### src/rtl/regdecode_stack.sv
// Play-area bank decoder with a hardware PA call stack and sticky error flags.
// Prepends the current bank pointer to every operand's lower register address.
module regdecode_stack #(
   parameter int PA_W        = 2,
   parameter int LOW_W       = 2,
   parameter int NUM_PORTS   = 3,
   parameter int STACK_DEPTH = 4,
   parameter int DEPTH_W     = $clog2(STACK_DEPTH + 1)
) (
   input  logic                            clk,
   input  logic                            reset_n,
   input  logic                            set_en,
   input  logic [PA_W-1:0]                 set_pa,
   input  logic                            push,
   input  logic                            pop,
   input  logic                            clr_flags,
   input  logic [NUM_PORTS*LOW_W-1:0]      lower_reg_addr,
   output logic [NUM_PORTS*(PA_W+LOW_W)-1:0] reg_addr,
   output logic [PA_W-1:0]                 cur_pa,
   output logic [DEPTH_W-1:0]              depth,
   output logic                            overflow,
   output logic                            underflow
);

   localparam int                 PTR_W      = (STACK_DEPTH > 1) ? $clog2(STACK_DEPTH) : 1;
   localparam int                 ADDR_W     = PA_W + LOW_W;
   localparam logic [DEPTH_W-1:0] FULL_DEPTH = DEPTH_W'(STACK_DEPTH);
   localparam logic [DEPTH_W-1:0] ONE        = DEPTH_W'(1);

   logic [PA_W-1:0]    stack_q [STACK_DEPTH];
   logic [PA_W-1:0]    cur_pa_q, cur_pa_d;
   logic [DEPTH_W-1:0] depth_q, depth_d;
   logic               overflow_q, overflow_d;
   logic               underflow_q, underflow_d;
   logic               stack_we;
   logic [PTR_W-1:0]   wr_idx, rd_idx;
   logic               full, empty;

   assign full   = (depth_q == FULL_DEPTH);
   assign empty  = (depth_q == '0);
   assign wr_idx = PTR_W'(depth_q);
   assign rd_idx = PTR_W'(depth_q - ONE);

   // Priority: push+pop together, push, pop, plain set, idle.
   always_comb begin
      // NOTE: every signal gets a default before any branch so no path leaves it unassigned (no latch).
      cur_pa_d    = cur_pa_q;
      depth_d     = depth_q;
      overflow_d  = overflow_q & ~clr_flags;
      underflow_d = underflow_q & ~clr_flags;
      stack_we    = 1'b0;

      if (push && pop) begin
         if (set_en) cur_pa_d = set_pa;
      end else if (push) begin
         if (!full) begin
            stack_we = 1'b1;
            depth_d  = depth_q + ONE;
            if (set_en) cur_pa_d = set_pa;
         end else begin
            overflow_d = 1'b1;
         end
      end else if (pop) begin
         if (!empty) begin
            cur_pa_d = stack_q[rd_idx];
            depth_d  = depth_q - ONE;
         end else begin
            underflow_d = 1'b1;
         end
      end else if (set_en) begin
         cur_pa_d = set_pa;
      end
   end

   // NOTE: sequential state uses non-blocking assignments so every register samples pre-edge values.
   always_ff @(posedge clk) begin
      if (!reset_n) begin
         cur_pa_q    <= '0;
         depth_q     <= '0;
         overflow_q  <= 1'b0;
         underflow_q <= 1'b0;
         // NOTE: the stack storage is cleared too, so it must live in flops rather than a RAM macro.
         for (int i = 0; i < STACK_DEPTH; i++) stack_q[i] <= '0;
      end else begin
         cur_pa_q    <= cur_pa_d;
         depth_q     <= depth_d;
         overflow_q  <= overflow_d;
         underflow_q <= underflow_d;
         if (stack_we) stack_q[wr_idx] <= cur_pa_q;
      end
   end

   always_comb begin
      reg_addr = '0;
      for (int i = 0; i < NUM_PORTS; i++)
         reg_addr[i*ADDR_W +: ADDR_W] = {cur_pa_q, lower_reg_addr[i*LOW_W +: LOW_W]};
   end

   assign cur_pa    = cur_pa_q;
   assign depth     = depth_q;
   assign overflow  = overflow_q;
   assign underflow = underflow_q;

endmodule

### config.mk
export PLATFORM = sky130hd
export DESIGN_NAME = regdecode_stack
export DESIGN_NICKNAME = d
export VERILOG_FILES = /design/src/rtl/regdecode_stack.sv
export SDC_FILE = /design/constraint.sdc
export NUM_CORES = 1
export LEC_CHECK = 0
export CORE_MARGIN = 5
export CORE_UTILIZATION = 35
export DETAILED_ROUTE_END_ITERATION = 7
export GPL_ROUTABILITY_DRIVEN = 0
export PLACE_DENSITY = 0.7
export SETUP_SLACK_MARGIN = 0.2
export SYNTH_ARGS = -nofsm -noshare
export SYNTH_HDL_FRONTEND = slang
export SYNTH_SLANG_ARGS = --single-unit
### constraint.sdc
create_clock -name clk -period 2.75 [get_ports clk]
set_clock_uncertainty 0.05 [all_clocks]
set_input_delay 0.55 -clock clk [delete_from_list [all_inputs] [get_ports clk]]
set_output_delay 0.55 -clock clk [all_outputs]
set_load 0.05 [all_outputs]
-- Word level (Yosys, flattened, before mapping)
Memories as Yosys holds them, arrays and structs flattened.
Cells that the tools add are included.
- bits in read-only memories: 0
- word-level logic and storage cells: 49
- bits in registers: 7
- memory bits (writable): 8
- latch bits: 0
- output and inout port bits: 19
- memories: 1
- input port bits: 14
- muxes and demuxes: 27
- equality and inequality tests: 5
- bitwise operators: 4
- shift-type cells: 0
- $mul: 0
- reduce and logical (&&, ||, !) cells: 6
- div/mod/pow operators: 0
- $lt $le $gt $ge: 0
- add/sub/neg operators: 2
- memories (memory ; words ; width ; rd ports ; clocked after Yosys merged registers in ; wr ports ; RTL line ; text):
    stack_q ; 4 ; 2 ; 1 ; 0 ; 4 ; 30 ; logic [PA_W-1:0] stack_q [STACK_DEPTH];
- operators by type and width (cell ; count):
    2-to-1 mux 2 bit ; 8
    2-to-1 mux 1 bit ; 15
    2-to-1 mux 3 bit ; 4
    inequality test 2 bit (second input constant) ; 2
    inequality test 4 x 3 -> 1 bit (second input constant) ; 1
    AND reduction 4 bit ; 1
    adder 3 x 1 -> 3 bit (second input constant) ; 1
    == test 3 bit (second input constant) ; 1
    zero test 3 bit ; 1
    inequality test 3 x 2 -> 1 bit (second input constant) ; 1
    subtractor 3 x 1 -> 3 bit (second input constant) ; 1
    AND 1 bit ; 2
    NOT 1 bit ; 2
    AND reduction 2 bit ; 1
    nonzero test 2 bit ; 1
    OR reduction 2 bit ; 1
    logical AND 1 bit ; 1

-- Logic depth before layout (Yosys ltp)
Gate-level depths: netlist (run 1).
- depth after elaboration: 9
- mapped depth: 6

-- Worst setup path before layout (run 1)
No wires, ideal clock.
- kind: reg2reg
- start: register depth_q[0], in the netlist depth[0]
- end: memory stack_q[0][0], enable pin
- clock period less this slack: 2160 ps
- data arrival time: 1812 ps
- library setup time: 298 ps
- cell stages (with the launch flop): 6
- path slack: 590 ps
- required time: 2402 ps
- cells stage by stage: dfxtp_1 -> inv_1 -> ha_1 -> a21oi_2 -> and4_1 -> nand2b_1
- RTL lines (item ; RTL line ; text):
    start: declaration ; 32 ; logic [DEPTH_W-1:0] depth_q, depth_d;
    start signal: assignment ; 86 ; depth_q <= depth_d;
    end: declaration ; 30 ;

-- Worst setup path in the final report (run 1)
- start: register depth_q[0], in the netlist depth[0]
- end: output port depth[0]
- RTL lines (item ; RTL line ; text):
    end: declaration ; 20 ; output logic [DEPTH_W-1:0] depth,
No word-level cell between the ends.

==> impl_metrics.csv, run 1 <==
group,metric,value,unit
route,first_pass_iters,4,
timing,setup_tns,0,ns
route,ant_nets,0,
setup_path,path_depth,1,
timing,setup_violations,0,
setup_path,cp.arrival,1.64,ns
layout,regArea,380,um2
timing,hold_viol_final,0,
grt,grt_pass1_vias,692,
cts,cts_resized,0,
layout,layout_common_cells,"clkdlybuf4s50_1 (20), nand2_1 (9), edfxtp_1 (8)",
layout,layout-drive-gt1-share,12.2,%
yosys,synth_flop_cell,"edfxtp_1",
layout,fillers,273,
yosys,synth_area_leaders,"edfxtp_1 (26%), dfxtp_1 (15%), buf_4 (9.7%)",
power,vdd_drop_max,324,uV
timing,slew_viol_final,0,
setup_path,worst-path-buf-inv,1,
layout,multiInputGateArea,440,um2
hold_path,hold_class,"reg2reg",
setup_path,worstPathMaxFanout,7,
cts,clock-sinks,15,
yosys,synth.largest_area_cell,"edfxtp_1",
floorplan,die_h,61.6,um
cts,clk-insertion-delay-late,0.27,ns
grt,grt_first_pass_wirelength,3.19,mm
timing,finalCritPeriodShare,81.6,%
cts,cts_hold_buf,0,
yosys,synth_edf_count,8,
floorplan,die_w,61.6,um
route,drt_iter0_drc,28,
timing,fmax,0.446,GHz
grt,grt_usage,11.6,%
yosys,synth_area,933,um2
layout,mostFrequentLayoutCell,"clkdlybuf4s50_1",
grt,overflow,0,
setup_path,required,2.15,ns
setup_path,path_class,"reg2out",
yosys,yosys_warnings,0,
setup_path,worstRegToRegCells,5,
layout,antenna_cells,0,
timing,rsz0062_at_grt,"no",
timing,min_period,2.24,ns
cts,cts_tree,"built",
yosys,ys_ff_latch,15,
cts,cts_setup_buffers,0,
layout,area_growth,18.2,%
floorplan,ios,33,
layout,fin_util,43.8,%
floorplan,start_util,37.0,%
run,maxCapViolCount,0,
setup_path,cp_top_family,"buffers and inverters",
yosys,syn_nets,104,
grt,grt_max_degree,17,
yosys,syn_avg_cell_area,10.7,um2
placement,io_buffers,20,
route,routed_wirelength,1.91,mm
yosys,ys_seq_area_share,40.8,%
placement,pre_cts_ws,0.529,ns
cts,cts_made_buffers,3,
setup_path,slowest_delay,0.87,ns
cts,cts_root_buffer,"clkbuf_4",
setup_path,startpoint_type,"register",
setup_path,cp_cell_sequence,"clkdlybuf4s50_1",
outcome,status,"completed",
power,leakage,0.426,nW
placement,hpwl,1.51,mm
timing,max_slew_margin,65.7,%
route,wl_per_cell,14.9,um
cts,cts_buffer_depth,2,
yosys,synthArstFlopShare,0,%
cts,clkSlewWorstSetupHoldPaths,0.09,ns
route,via_per_inst,5.15,
route,drc,0,
power,powerDensity,631,mW/mm2
yosys,synth_top_cell_area_share,25.7,%
yosys,syn_inst,87,
cts,htreeDepth,1,
timing,fin_ws,0.506,ns
setup_path,crit_path_end_kind,"output port",
floorplan,core_area,0.00252,mm2
setup_path,cpMaxStageDelayCell,"clkdlybuf4s50_1",
grt,antenna_found_initial,0,
route,num_vias,659,
floorplan,rows,18,
hold_path,whs_path_depth,2,
timing,worst_pin_slew,0.513,ns
layout,final_net_count,116,
floorplan,die_area,0.00380,mm2
yosys,yosysUniqueCellTypes,31,
-- sequential cells by signal, indices dropped and copies added, names as in the netlist --
signal,cells
stack_q,8
depth,3
cur_pa,2
overflow,1
underflow,1
-- synth_stat cells, drive strengths merged, types with 2 or more instances --
cell type  number
o31ai           2
and2            4
a21boi          2
o211ai          4
dfxtp           7
nand2           9
nor2            2
edfxtp          8
inv             5
nand2b          4
buf            12
and3            4
mux4            2
xor2            2
mux2i           2
ha              3
nor2b           2
-- cell type report --
type	instances	share of cell area, %
multi-input cells	54	39.9
flip-flops and latches	15	34.5
repair buffers	20	18.1
well taps	30	3.40
clock buffers	4	2.38
inverters	5	1.70
-- layer usage --
layer | wire length (um) | track usage, %
met5 | 0 | 0
met4 | 13 | 3.03
met3 | 146 | 2.94
met2 | 890 | 19.4
met1 | 862 | 14.7
-- metrics by stage --
stage	area, um2	power [mW]	hold WS, ns	std cells
floorplan	933	0.527	0.652	87
CTS	1100	0.707	0.476	128
finish	1100	0.697	0.470	128
global placement	1080	0.576	0.443	124
detailed placement	1080	0.584	0.455	124
global route	1100	0.736	0.554	128
-- where the power goes --
part / switching (mW) / internal (mW)
Combinational: 0.174 / 0.116
Clock: 0.0659 / 0.0561
Sequential: 0.0281 / 0.257
-- logic make-up (layout without fill, tap and decap cells) --
family          Yosys count  in the layout  share of synthesized area [%]
xor+xnor                  3              3                           2.82
fa+ha+maj                 3              3                           4.02
flops                    15             15                           40.8
simple gates             29             29                           19.6
compound gates           14             14                           12.6
mux                       5              5                           8.18
buf+inv                  18             29                           12.1
-- worst paths after layout --
kind / start / endpoint / slack, ns
worst max-delay path: depth[0]$_SDFFE_PN0P_ / depth[0] / 0.51
worst min-delay path: overflow$_SDFF_PN0_ / overflow$_SDFF_PN0_ / 0.47
worst max register to register: depth[0]$_SDFFE_PN0P_ / stack_q[0][0]$_SDFFCE_PN0P_ / 0.78
worst min register to register: overflow$_SDFF_PN0_ / overflow$_SDFF_PN0_ / 0.47
Power figures use the tool's default switching activity.
==> run 2, diff against run 1 <==
==> constraint.sdc (replaced) <==
create_clock -name clk -period 2.15 [get_ports clk]
set_clock_uncertainty 0.05 [all_clocks]
set_input_delay 0.43 -clock clk [delete_from_list [all_inputs] [get_ports clk]]
set_output_delay 0.43 -clock clk [all_outputs]
set_load 0.05 [all_outputs]
==> impl_metrics.csv, run 2 (synthesis gave the netlist of run 1 again) <==
group,metric,value,unit
outcome,status,"completed",
hold_path,whs_endpoint,"overflow$_SDFF_PN0_",
setup_path,slowest_delay,0.80,ns
layout,antenna_cells,0,
route,ant_nets,0,
placement,hpwl,1.45,mm
power,powerDensity,798,mW/mm2
timing,hold_viol_final,0,
grt,grt_usage,10.4,%
floorplan,start_util,37.0,%
layout,mostFrequentLayoutCell,"nand2_1",
grt,overflow,0,
setup_path,required,1.67,ns
power,power,0.886,mW
timing,worst_pin_slew,0.512,ns
run,maxCapViolCount,0,
timing,finalCritPeriodShare,87.5,%
placement,io_buffers,20,
setup_path,crit_path_end_kind,"output port",
layout,final_net_count,118,
layout,largest_reg_flops,8,
layout,layout_common_cells,"nand2_1 (9), clkdlybuf4s50_1 (8), edfxtp_1 (8)",
route,via_per_inst,4.98,
cts,cts_tree,"built",
hold_path,whs_path_depth,2,
setup_path,cpMaxStageDelayCell,"clkdlybuf4s50_1",
floorplan,rows,18,
layout,fin_util,44.0,%
layout,multiInputGateArea,443,um2
setup_path,cp_cell_sequence,"clkdlybuf4s50_1",
cts,htreeDepth,1,
cts,clkSlewWorstSetupHoldPaths,0.08,ns
setup_path,path_depth,1,
floorplan,die_area,0.00380,mm2
setup_path,cp.arrival,1.40,ns
layout,layout-drive-gt1-share,22.0,%
layout,fillers,249,
floorplan,ios,33,
cts,clk-insertion-delay-late,0.28,ns
setup_path,worstPathMaxFanout,2,
cts,cts_root_buffer,"clkbuf_4",
setup_path,r2r_start,"depth[0]$_SDFFE_PN0P_",
layout,area_growth,18.9,%
timing,slew_viol_final,0,
floorplan,die_w,61.6,um
timing,setup_tns,0,ns
setup_path,startpoint_type,"register",
cts,cts_hold_buf,0,
timing,setup_violations,0,
route,routed_wirelength,1.76,mm
setup_path,worstRegToRegCells,5,
setup_path,cp_top_family,"buffers and inverters",
grt,grt_pass1_vias,672,
grt,antenna_found_initial,0,
cts,cts_made_buffers,3,
route,num_vias,647,
hold_path,hold_class,"reg2reg",
route,drc,0,
setup_path,r2r-end,"stack_q[3][1]$_DFFE_PP_",
layout,largest-register,"stack_q",
timing,rsz0062_at_grt,"no",
power,leakage,0.497,nW
floorplan,die_h,61.6,um
power,vdd_drop_max,454,uV
setup_path,path_class,"reg2out",
setup_path,worst-path-buf-inv,1,
timing,fmax,0.531,GHz
timing,min_period,1.88,ns
route,wl_per_cell,13.6,um
route,drt_iter0_drc,14,
layout,regArea,383,um2
cts,cts_buffer_depth,2,
cts,clock-sinks,15,
route,first_pass_iters,4,
timing,max_slew_margin,65.8,%
hold_path,hold_start,"overflow$_SDFF_PN0_",
grt,grt_first_pass_wirelength,2.92,mm
setup_path,r2r_setup_slack,0.37,ns
floorplan,core_area,0.00252,mm2
grt,grt_max_degree,11,
==> run 2: worst max-delay path by stage <==
stage / from / to
4_1_cts: depth[1]$_SDFFE_PN0P_ / depth[1]
6_report: underflow$_SDFF_PN0_ / underflow
5_1_grt: underflow$_SDFF_PN0_ / underflow
3_5_place_dp: push / stack_q[3][0]$_DFFE_PP_
3_3_place_gp: push / stack_q[3][0]$_DFFE_PP_
2_1_floorplan: depth[0]$_SDFFE_PN0P_ / stack_q[0][0]$_SDFFCE_PN0P_
==> run 2: area by class of cell <==
cell class / instances / share of cell area [%]
repair buffers: 22 / 18.2
inverters: 5 / 1.69
well taps: 30 / 3.38
clock buffers: 4 / 2.37
multi-input cells: 54 / 39.9
flip-flops and latches: 15 / 34.5
==> run 2: timing repair <==
action,CTS,global route
buffers inserted,0,0
resized for setup,5,3
hold endpoints to repair,0,0
endpoints found under the setup margin,5,8
==> run 2: where the power goes <==
part,total (mW),switching [mW],leakage (nW),internal [mW]
clock,0.160,0.0884,0.0150,0.0718
combinational,0.362,0.222,0.341,0.141
sequential,0.364,0.0337,0.141,0.330
==> run 2: through the flow <==
step                std cells  hold slack, ns  instance area, um2  setup WS, ns
finish                    130           0.492                1110         0.268
global route              130           0.530                1110         0.223
CTS                       130           0.498                1100         0.202
detailed placement        126           0.478                1080        0.0609
global placement          126           0.465                1080         0.148
floorplan                  87           0.532                 936         0.271
==> run 2: layer usage <==
| layer | track usage (%) | share of wire, % | vias to the layer above |
|---|---|---|---|
| li1 | - | - | 325 |
| met1 | 12.7 | 43 | 305 |
| met2 | 17.6 | 52 | 13 |
| met3 | 2.73 | 4.6 | 4 |
| met4 | 3.64 | 0.45 | 0 |
| met5 | 0 | 0 | - |
